==> config.mk <==
export PLATFORM = sky130hd
export DESIGN_NAME = product_accumulator
export DESIGN_NICKNAME = d
export VERILOG_FILES = /design/src/rtl/product_acc_pkg.sv /design/src/rtl/sum_out_slice.sv /design/src/rtl/product_accumulator.sv
export SDC_FILE = /design/constraint.sdc
export NUM_CORES = 1
export LEC_CHECK = 0
export ABC_AREA = 1
export CORE_ASPECT_RATIO = 0.5
export CORE_MARGIN = 8
export CORE_UTILIZATION = 45
export DETAILED_ROUTE_END_ITERATION = 7
export PLACE_DENSITY = 0.67
export RECOVER_POWER = 25
export SETUP_SLACK_MARGIN = 0.5
export SLEW_MARGIN = 15
export SYNTH_ARGS = -nofsm -noshare
export SYNTH_HDL_FRONTEND = slang
export SYNTH_SLANG_ARGS = --single-unit
==> constraint.sdc <==
create_clock -name clk -period 7.9 [get_ports clk]
set_clock_uncertainty 0.1 [all_clocks]
set_input_delay 1.58 -clock clk [delete_from_list [all_inputs] [get_ports clk]]
set_output_delay 1.58 -clock clk [all_outputs]
set_load 0.05 [all_outputs]
==> src/rtl/product_acc_pkg.sv <==
// rtl/product_acc_pkg.sv - shared state enum and width helpers for the product accumulator
package product_acc_pkg;

    typedef enum logic {
        ACC  = 1'b0,
        HOLD = 1'b1
    } state_t;

    // The sum of len products of 2n bits can never wrap in this width.
    function automatic int acc_width(input int n, input int len);
        return 2 * n + $clog2(len);
    endfunction

    function automatic int cnt_width(input int len);
        return $clog2(len + 1);
    endfunction

endpackage

==> src/rtl/sum_out_slice.sv <==
// rtl/sum_out_slice.sv - single-entry valid/ready output register with overwrite on handshake
module sum_out_slice
    import product_acc_pkg::*;
#(
    parameter int DATA_W  = 18,
    parameter int COUNT_W = 3
) (
    input  logic               clk,
    input  logic               Reset,
    input  logic               load,
    input  logic [DATA_W-1:0]  load_data,
    input  logic [COUNT_W-1:0] load_count,
    input  logic               ready,
    output logic [DATA_W-1:0]  data,
    output logic [COUNT_W-1:0] count,
    output logic               valid
);

    state_t state;
    state_t state_next;

    always_ff @(posedge clk) begin
        if (Reset) begin
            state <= ACC;
        end else begin
            state <= state_next;
        end
    end

    // A load arriving during the drain handshake keeps HOLD, so frames run back to back.
    always_comb begin
        state_next = state;
        case (state)
            ACC: begin
                if (load) begin
                    state_next = HOLD;
                end
            end
            HOLD: begin
                if (load) begin
                    state_next = HOLD;
                end else if (ready) begin
                    state_next = ACC;
                end
            end
            default: state_next = ACC;
        endcase
    end

    // The upstream only loads while ready, so the payload is stable whenever it is stalled.
    always_ff @(posedge clk) begin
        if (Reset) begin
            data  <= '0;
            count <= '0;
        end else if (load) begin
            data  <= load_data;
            count <= load_count;
        end
    end

    assign valid = (state == HOLD);

endmodule

==> src/rtl/product_accumulator.sv <==
// rtl/product_accumulator.sv - accumulates frames of LEN products into a widened sum
module product_accumulator
    import product_acc_pkg::*;
#(
    parameter int N     = 8,
    parameter int LEN   = 4,
    parameter int ACC_W = acc_width(N, LEN),
    parameter int CNT_W = cnt_width(LEN)
) (
    input  logic             clk,
    input  logic             Reset,
    input  logic [2*N-1:0]   P_in,
    input  logic             P_valid,
    output logic             P_ready,
    input  logic             Flush,
    output logic [ACC_W-1:0] Sum_out,
    output logic [CNT_W-1:0] Sum_count,
    output logic             Sum_valid,
    input  logic             Sum_ready
);

    logic [ACC_W-1:0] acc;
    logic [CNT_W-1:0] cnt;
    logic             accept;
    logic             close;
    logic [ACC_W-1:0] sum_next;
    logic [CNT_W-1:0] count_next;

    assign P_ready    = !Sum_valid || Sum_ready;
    assign accept     = P_valid && P_ready;
    assign sum_next   = acc + (accept ? ACC_W'(P_in) : '0);
    assign count_next = cnt + CNT_W'(accept);

    // A Flush with nothing buffered and nothing arriving must not emit an empty frame.
    assign close = (accept && (cnt == CNT_W'(LEN - 1)))
                || (Flush && P_ready && ((cnt != '0) || accept));

    always_ff @(posedge clk) begin
        if (Reset) begin
            acc <= '0;
            cnt <= '0;
        end else if (close) begin
            acc <= '0;
            cnt <= '0;
        end else if (accept) begin
            acc <= sum_next;
            cnt <= count_next;
        end
    end

    sum_out_slice #(
        .DATA_W (ACC_W),
        .COUNT_W(CNT_W)
    ) u_sum_out_slice (
        .clk       (clk),
        .Reset     (Reset),
        .load      (close),
        .load_data (sum_next),
        .load_count(count_next),
        .ready     (Sum_ready),
        .data      (Sum_out),
        .count     (Sum_count),
        .valid     (Sum_valid)
    );

endmodule

==> results of run 1 <==
-- synthesized netlist by cell type --
cell type,count,area share [%]
nand2_4,2,0.81
nand4_1,1,0.23
nor2_2,3,0.68
clkbuf_1,2,0.27
o31ai_2,1,0.45
o21a_1,1,0.27
inv_4,2,0.45
inv_1,67,9.1
buf_2,4,0.72
nand3_1,19,3.4
a21boi_0,1,0.27
dfxtp_1,43,31
o21ai_2,1,0.32
nand2_2,1,0.23
fa_1,1,0.72
o21ai_0,11,2.0
a211oi_2,1,0.45
nor2_1,54,7.3
o21bai_1,1,0.27
nand4_4,1,0.77
buf_4,1,0.27
nor2_8,2,1.4
xnor2_1,1,0.32
o211ai_1,1,0.27
nand3_2,1,0.36
nor3_1,2,0.36
buf_6,3,1.2
xor2_1,5,1.6
nand3b_1,3,0.81
a21oi_1,22,4.0
o21ai_1,9,1.6
a31oi_1,1,0.23
nand2_1,130,18
and2_1,2,0.45
inv_2,2,0.27
a22o_1,4,1.3
ha_1,18,8.1
-- logic make-up (layout without fill, tap and decap cells) --
group	after synthesis	after routing	share of synthesized area, %
AOI/OAI and AO/OA	54	54	11.4
and+or+nand+nor	221	221	34.5
DFF	43	43	31.1
adders and majority gates	19	19	8.85
buffers and inverters	81	121	12.3
xor gates and xnor gates	6	6	1.90
-- area by class of cell --
type	instances	area [um2]	share of cell area (%)
Sequential cell	43	861	25.5
Timing Repair Buffer	43	430	12.8
Clock inverter	1	5.00	0.148
Clock buffer	6	139	4.12
Tap cell	77	96.3	2.86
Multi-Input combinational cell	300	1570	46.5
Inverter	71	272	8.05
-- state kept, by name (all words and copies together) (netlist names) --
register / count
cnt: 3
acc: 18
u_sum_out_slice.valid: 1
u_sum_out_slice.count: 3
u_sum_out_slice.data: 18
-- critical path, delay by kind of cell --
kind	cells	cell delay (ns)
buffers and inverters	7	1.28
AO/OA/AOI/OAI	1	0.20
adder cells (fa/ha/maj)	2	0.59
AND/OR/NAND/NOR	12	1.35
-- metrics by stage --
step	total power, mW	setup slack [ns]	std cells
final	0.589	2.93	541
after global routing	0.622	2.54	541
after CTS	0.596	2.95	541
after detailed placement	0.390	2.67	534
after global placement	0.389	2.78	534
after floorplan	0.349	3.87	424
-- worst paths after layout --
check | startpoint | to | slack (ns) | cells past startpoint
setup reg to reg | u_sum_out_slice.valid | acc[16] | 4.39 | 20
hold reg to reg | u_sum_out_slice.data[15] | u_sum_out_slice.data[15] | 0.35 | 2
hold / removal | u_sum_out_slice.data[15] | u_sum_out_slice.data[15] | 0.35 | 2
setup / recovery | Sum_ready | acc[16] | 2.93 | 22
-- per-layer routing --
layer  global-route usage, %  up-vias  part of all wire, %
li1                        -     1393                    -
met1                    20.4     1123                   53
met2                    22.4       54                   41
met3                    4.22        6                  5.0
met4                    3.92        0                 0.86
met5                       0        -                    0
-- power groups by stage --
stage	combinational [mW]	clock [mW]	sequential [mW]
after floorplan	0.0848	0	0.264
after global placement	0.146	0	0.243
after detailed placement	0.147	0	0.243
after CTS	0.148	0.210	0.239
after global routing	0.162	0.220	0.240
final	0.146	0.205	0.238
==> results.py, run 1 <==
metrics = {
    "outcome": {
        "status": "complete, no violations",
    },
    "finish": {
        "n_fill_cell": 619,
        "fin_util_pct": 56.1,
        "final_cell_mix": "130 x nand2_1, 67 x inv_1, 54 x nor2_1",
        "drive_gt1_share_pct": 5.17,
        "num_antenna_cells": 0,
        "synthToLayoutAreaGrowth_pct": 21.7,
        "finish.instance_area_mm2": 0.00337,
        "final_common_cell": "nand2_1",
        "nNetsFinal": 504,
    },
    "critical_path": {
        "cp_max_fo": 32,
        "cp_cell_sequence": "clkdlybuf4s50_1 -> inv_1 -> nand2_4 -> inv_4 -> nor2_8 -> inv_1 -> nor2_1 -> ha_1 -> inv_1 -> fa_1 -> inv_1 -> nand2_1 -> o21ai_2 -> nand2_1 -> nand2_1 -> nand2_1 -> nand2_1 -> nand2_1 -> nand2_1 -> nand2_1 -> nand2_1 -> inv_1",
        "crit_slowest_cell": "inv_1",
        "start_kind": "input pin",
        "crit_type": "in -> reg",
        "cp.arrival_ns": 5.05,
        "worstPathRequired_ns": 7.99,
        "worstSetupEndpointType": "flop",
        "cp_slowest_stage_delay_ns": 0.54,
        "cpMostUsedCell": "nand2_1",
    },
    "power": {
        "pwr-share-seq_pct": 40.4,
        "power_switching_uw": 184,
        "power_frac_clock_pct": 34.8,
        "intPower_uw": 405,
        "power.leakage_nw": 1.81,
        "peakVddDrop_v": 0.0000776,
        "swShare_pct": 31.3,
        "power_frac_comb_pct": 24.8,
        "power_density_mw_per_mm2": 175,
    },
    "clock_network": {
        "cts_root_buf": "clkbuf_16",
        "holdBufCountCts": 0,
        "clock_sink_count": 43,
        "clock_latency_ns": 0.28,
        "clockBufferDepth": 2,
        "cts_tree": "done",
        "cts_resized": 0,
        "cts_setup_buffers": 0,
        "cts.clk_slew.worst_paths_ns": 0.06,
        "numCtsBuffers": 5,
        "h-tree-depth": 2,
    },
    "sta": {
        "hold_viol_final": 0,
        "fin_setup_tns_ns": 0,
        "rsz0062_at_grt": "false",
        "worstMarginPinSlew_ns": 0.916,
        "period_share_pct": 62.9,
        "fmax_mhz": 201,
        "hold_slack_ns": 0.346,
        "fin_crit_ns": 4.97,
        "max_slew_margin_pct": 38.9,
        "slew_violations": 0,
        "setup_viol": 0,
    },
    "yosys": {
        "synth.avg_cell_area_um2": 6.53,
        "syn_nets": 464,
        "ys_seq_area_share_pct": 31.1,
        "synth-seq-cells": 43,
        "yosys_warnings": 0,
        "synth_cell_types": 37,
        "netlist_area_mm2": 0.00277,
        "netlist_instances": 424,
    },
    "grt": {
        "grt_max_degree": 33,
        "antenna_found_initial": 0,
        "grt_pass1_wl_um": 11000,
        "grt_usage_pct": 14.9,
        "grt-ovfl-total": 0,
        "grt_pass1_vias": 2281,
    },
    "drt": {
        "vias_per_cell": 4.76,
        "vias": 2576,
        "postRouteAntennaNets": 0,
        "drt-initial-drc-count": 186,
        "wl_per_cell_um": 12.2,
        "drc": 0,
        "first_pass_iters": 4,
        "wl_um": 6590,
    },
    "floorplan": {
        "dieArea_mm2": 0.00908,
        "die_y_um": 71.5,
        "ios": 44,
        "initial_utilization_pct": 46.1,
        "dieWidth_um": 127,
        "core-area_mm2": 0.00601,
        "num_rows": 20,
    },
    "placed_design": {
        "gp_congestion": 0.844,
        "dp_hpwl_um": 4970,
        "port_buffers": 43,
        "dpl-instance-area_mm2": 0.00323,
    },
    "job": {
        "drv_cap": 0,
    },
    "worst_hold_path": {
        "min_path_type": "reg -> reg",
    },
}
(Power assumes the default switching activity.)
==> inputs of run 2 (changes only) <==
Clock period 7.9 ns to 4.8 ns, I/O delays scaled along.
==> results.py, run 2 (same netlist as run 1, synthesis figures left out) <==
metrics = {
    "worst_hold_path": {
        "worstHoldEndpoint": "u_sum_out_slice.data[11]",
        "min_from": "u_sum_out_slice.data[11]",
        "whs_path_depth": 2,
        "min_path_type": "reg -> reg",
    },
    "drt": {
        "vias": 2584,
        "wl_per_cell_um": 11.9,
        "wl_um": 6470,
        "vias_per_cell": 4.75,
        "first_pass_iters": 4,
        "postRouteAntennaNets": 0,
        "drt-initial-drc-count": 149,
        "drc": 0,
    },
    "clock_network": {
        "cts_root_buf": "clkbuf_16",
        "clockBufferDepth": 2,
        "holdBufCountCts": 0,
        "clock_latency_ns": 0.29,
        "cts_resized": 0,
        "cts_setup_buffers": 0,
        "numCtsBuffers": 5,
        "clock_sink_count": 43,
        "cts_tree": "done",
        "cts.clk_slew.worst_paths_ns": 0.06,
        "h-tree-depth": 2,
    },
    "power": {
        "finalPower_uw": 965,
        "power.leakage_nw": 1.82,
        "peakVddDrop_v": 0.000191,
        "power_density_mw_per_mm2": 285,
    },
    "floorplan": {
        "die_y_um": 71.5,
        "dieWidth_um": 127,
        "core-area_mm2": 0.00601,
        "dieArea_mm2": 0.00908,
        "initial_utilization_pct": 46.1,
        "num_rows": 20,
        "ios": 44,
    },
    "sta": {
        "fin_crit_ns": 3.50,
        "hold_viol_final": 0,
        "slew_violations": 0,
        "fmax_mhz": 286,
        "rsz0062_at_grt": "false",
        "worstMarginPinSlew_ns": 0.517,
        "worst_slack_ns": 1.30,
        "period_share_pct": 73.0,
        "setup_viol": 0,
        "max_slew_margin_pct": 65.4,
        "fin_setup_tns_ns": 0,
    },
    "grt": {
        "antenna_found_initial": 0,
        "grt_max_degree": 32,
        "grt_pass1_wl_um": 10800,
        "grt_usage_pct": 14.7,
        "grt-ovfl-total": 0,
        "grt_pass1_vias": 2302,
    },
    "finish": {
        "nNetsFinal": 506,
        "top_regs": "acc: 18 flops, u_sum_out_slice.data: 18 flops",
        "drive_gt1_share_pct": 5.78,
        "final_common_cell": "nand2_1",
        "num_antenna_cells": 0,
        "final_cell_mix": "130 x nand2_1, 67 x inv_1, 54 x nor2_1",
        "synthToLayoutAreaGrowth_pct": 22.1,
        "seq_area_um2": 861,
        "multi_input_area_mm2": 0.00157,
        "fin_util_pct": 56.3,
        "n_fill_cell": 616,
    },
    "critical_path": {
        "worstSetupEndpointType": "flop",
        "crit_type": "in -> reg",
        "r2r-start": "u_sum_out_slice.valid",
        "worstPathRequired_ns": 4.89,
        "cp.arrival_ns": 3.59,
        "cp_max_fo": 31,
        "r2r-end": "acc[8]",
        "start_kind": "input pin",
        "reg2reg_depth": 14,
        "reg2reg_slack_ns": 2.13,
    },
    "job": {
        "drv_cap": 0,
    },
    "placed_design": {
        "gp_congestion": 0.862,
        "port_buffers": 43,
        "dp_hpwl_um": 4950,
        "dp_slack_ns": 1.00,
    },
    "outcome": {
        "status": "complete, no violations",
    },
}
-- run 2: changes by cell type in the layout (fill, tap and decap cells not counted) --
cell      delta
clkinv_2     +2
clkbuf_8     -1
buf_4        +2
-- run 2: through the flow --
step	instances	cell area, um2	hold slack [ns]
detailed placement	536	3240	0.340
finish	544	3380	0.345
global route	544	3380	0.360
CTS	544	3380	0.353
floorplan	424	2770	0.344
global placement	536	3240	0.338
-- run 2: worst max-delay path by stage --
stage / slack (ns) / depth (start not counted) / startpoint / to
CTS: 1.30 / 20 / Sum_ready / acc[12]
finish: 1.30 / 16 / Sum_ready / acc[8]
floorplan: 1.39 / 19 / Sum_ready / acc[8]
detailed placement: 1.00 / 20 / Sum_ready / acc[12]
global route: 1.03 / 20 / Sum_ready / acc[12]
global placement: 1.08 / 16 / Sum_ready / acc[8]
-- run 2: critical path: stages --
cell	delay (ns)
clkdlybuf4s50_1	0.45
inv_1	0.06
nand2_4	0.08
inv_4	0.05
nor2_8	0.07
buf_4	0.33
nand2_1	0.16
fa_1	0.43
inv_1	0.10
nand2_1	0.08
o21ai_2	0.19
nand2_1	0.09
a21boi_0	0.31
o21ai_0	0.12
nand2_1	0.08
inv_1	0.03
-- run 2: layout make-up --
cell class	instances	share of cell area, %
multi-input combinational	300	46.4
sequential	43	25.4
timing repair buffer	45	13.2
inverter	71	8.03
clock buffer	5	3.70
tap	77	2.85
clock inverter	3	0.444
-- run 2: where the power goes --
part           internal [mW]  switching, mW  leakage [nW]
logic                 0.0853          0.155          1.39
clock network          0.190          0.144        0.0733
registers              0.379         0.0125         0.351
-- run 2: layer usage --
metal  track usage (%)  wire (um)
met5                 0          0
met3              4.81        377
met2              21.7       2540
met4              4.84         87
met1              19.5       3470
==> inputs of run 3 (changes only) <==
Clock period 4.8 ns to 3.4 ns, I/O delays scaled along.
==> results.py, run 3 (same netlist as run 1, synthesis figures left out) <==
metrics = {
    "outcome": {
        "status": "complete, no violations",
    },
    "critical_path": {
        "cp_max_fo": 3,
        "crit_slowest_cell": "fa_1",
        "worstSetupEndpointType": "flop",
        "worstPathRequired_ns": 3.49,
        "start_kind": "input pin",
        "cp_cell_sequence": "clkbuf_1 -> inv_12 -> nand2_8 -> inv_6 -> nor2_8 -> inv_2 -> nor2_2 -> ha_1 -> inv_2 -> fa_1 -> inv_2 -> nand2_2 -> o21ai_4 -> nand2_1 -> nand2_1 -> nand2_2 -> nand2_1 -> nand2_1 -> nand2_1 -> nand2_1 -> nand2_1 -> inv_1",
        "crit_type": "in -> reg",
        "cpMostUsedCell": "nand2_1",
        "cp_slowest_stage_delay_ns": 0.39,
        "cp.arrival_ns": 2.84,
    },
    "grt": {
        "grt_pass1_vias": 2516,
        "antenna_found_initial": 0,
        "grt-ovfl-total": 0,
        "grt_pass1_wl_um": 11700,
        "grt_usage_pct": 15.8,
        "grt_max_degree": 31,
    },
    "clock_network": {
        "cts_tree": "done",
        "numCtsBuffers": 5,
        "clockBufferDepth": 2,
        "cts.clk_slew.worst_paths_ns": 0.06,
        "clock_latency_ns": 0.29,
        "clock_sink_count": 43,
        "h-tree-depth": 2,
        "cts_root_buf": "clkbuf_16",
        "holdBufCountCts": 0,
    },
    "power": {
        "power.leakage_nw": 1.93,
        "power_density_mw_per_mm2": 387,
        "power_switching_uw": 454,
        "pwr-share-seq_pct": 39.0,
        "intPower_uw": 967,
        "swShare_pct": 31.9,
        "power_frac_comb_pct": 26.9,
        "peakVddDrop_v": 0.000185,
        "power_frac_clock_pct": 34.1,
    },
    "floorplan": {
        "dieWidth_um": 127,
        "ios": 44,
        "num_rows": 20,
        "initial_utilization_pct": 46.1,
        "core-area_mm2": 0.00601,
        "dieArea_mm2": 0.00908,
        "die_y_um": 71.5,
    },
    "finish": {
        "fin_util_pct": 61.2,
        "drive_gt1_share_pct": 16.2,
        "final_cell_mix": "122 x nand2_1, 63 x inv_1, 47 x nor2_1",
        "top_regs": "acc: 18 flops, u_sum_out_slice.data: 18 flops",
        "final_common_cell": "nand2_1",
        "synthToLayoutAreaGrowth_pct": 32.7,
        "num_antenna_cells": 0,
        "n_fill_cell": 588,
        "nNetsFinal": 529,
    },
    "drt": {
        "wl_um": 7040,
        "postRouteAntennaNets": 0,
        "vias": 2689,
        "first_pass_iters": 5,
        "vias_per_cell": 4.75,
        "wl_per_cell_um": 12.4,
        "drt-initial-drc-count": 147,
        "drc": 0,
    },
    "sta": {
        "hold_viol_final": 0,
        "slew_violations": 0,
        "setup_viol": 0,
        "period_share_pct": 80.9,
        "max_slew_margin_pct": 60.3,
        "fin_crit_ns": 2.75,
        "hold_slack_ns": 0.349,
        "worstMarginPinSlew_ns": 0.599,
        "rsz0062_at_grt": "false",
        "fmax_mhz": 364,
    },
    "placed_design": {
        "dp_hpwl_um": 5230,
        "gp_congestion": 0.886,
        "port_buffers": 43,
    },
    "job": {
        "drv_cap": 0,
    },
    "worst_hold_path": {
        "min_path_type": "reg -> reg",
    },
}
[run 3: worst paths after layout]
| path | startpoint | to | slack (ns) | cells past startpoint |
|---|---|---|---|---|
| min | u_sum_out_slice.data[2] | u_sum_out_slice.data[2] | 0.35 | 2 |
| min reg2reg | u_sum_out_slice.data[2] | u_sum_out_slice.data[2] | 0.35 | 2 |
| max | Sum_ready | acc[14] | 0.65 | 22 |
| max reg2reg | u_sum_out_slice.valid | acc[14] | 0.96 | 20 |
[run 3: final cells by class]
class | instances | area [um2] | share of cell area, %
Clock inverter | 1 | 5.00 | 0.136
Sequential cell | 43 | 861 | 23.4
Tap cell | 77 | 96.3 | 2.62
Timing Repair Buffer | 68 | 612 | 16.6
Inverter | 71 | 287 | 7.80
Multi-Input combinational cell | 300 | 1680 | 45.6
Clock buffer | 6 | 139 | 3.78
[run 3: power groups by stage]
stage	Combinational (mW)	Sequential, mW	Clock [mW]
floorplan	0.202	0.614	0
global placement	0.367	0.565	0
detailed placement	0.368	0.566	0
CTS	0.372	0.555	0.497
global route	0.422	0.557	0.516
finish	0.382	0.554	0.485
[run 3: timing repair]
action | 4_1_cts | 5_1_grt
endpoints found under the setup margin | 24 | 20
gates resized for setup | 2 | 29
pin swaps | 0 | 8
hold endpoints to repair | 0 | 0
buffers inserted | 0 | 4
gates cloned | 0 | 0
[run 3: critical path: cells and delay by family]
| family | cells | cell delay, ns |
|---|---|---|
| AOI/OAI and AO/OA | 1 | 0.17 |
| adders and majority gates | 2 | 0.57 |
| buffers and inverters | 7 | 0.54 |
| and+or+nand+nor | 12 | 0.85 |
[run 3: stage by stage]
step	std cells	power (mW)	cell area, um2	TNS [ns]	setup slack [ns]
after floorplan	424	0.816	2820	0	0.417
after global placement	555	0.932	3420	-0.0136	-0.0103
after detailed placement	555	0.934	3420	-0.109	-0.0549
after CTS	562	1.42	3560	0	0.530
after global routing	566	1.50	3670	0	0.485
final	566	1.42	3670	0	0.649
[run 3: routing by layer]
metal  share of wire [%]  track usage [%]  up-vias  wire (um)
li1                    -                -     1454          -
met3                 6.4             4.29        7        450
met1                  50             20.9     1173       3540
met4                 1.0             4.44        0         73
met2                  42             24.9       55       2970
met5                   0                0        -          0
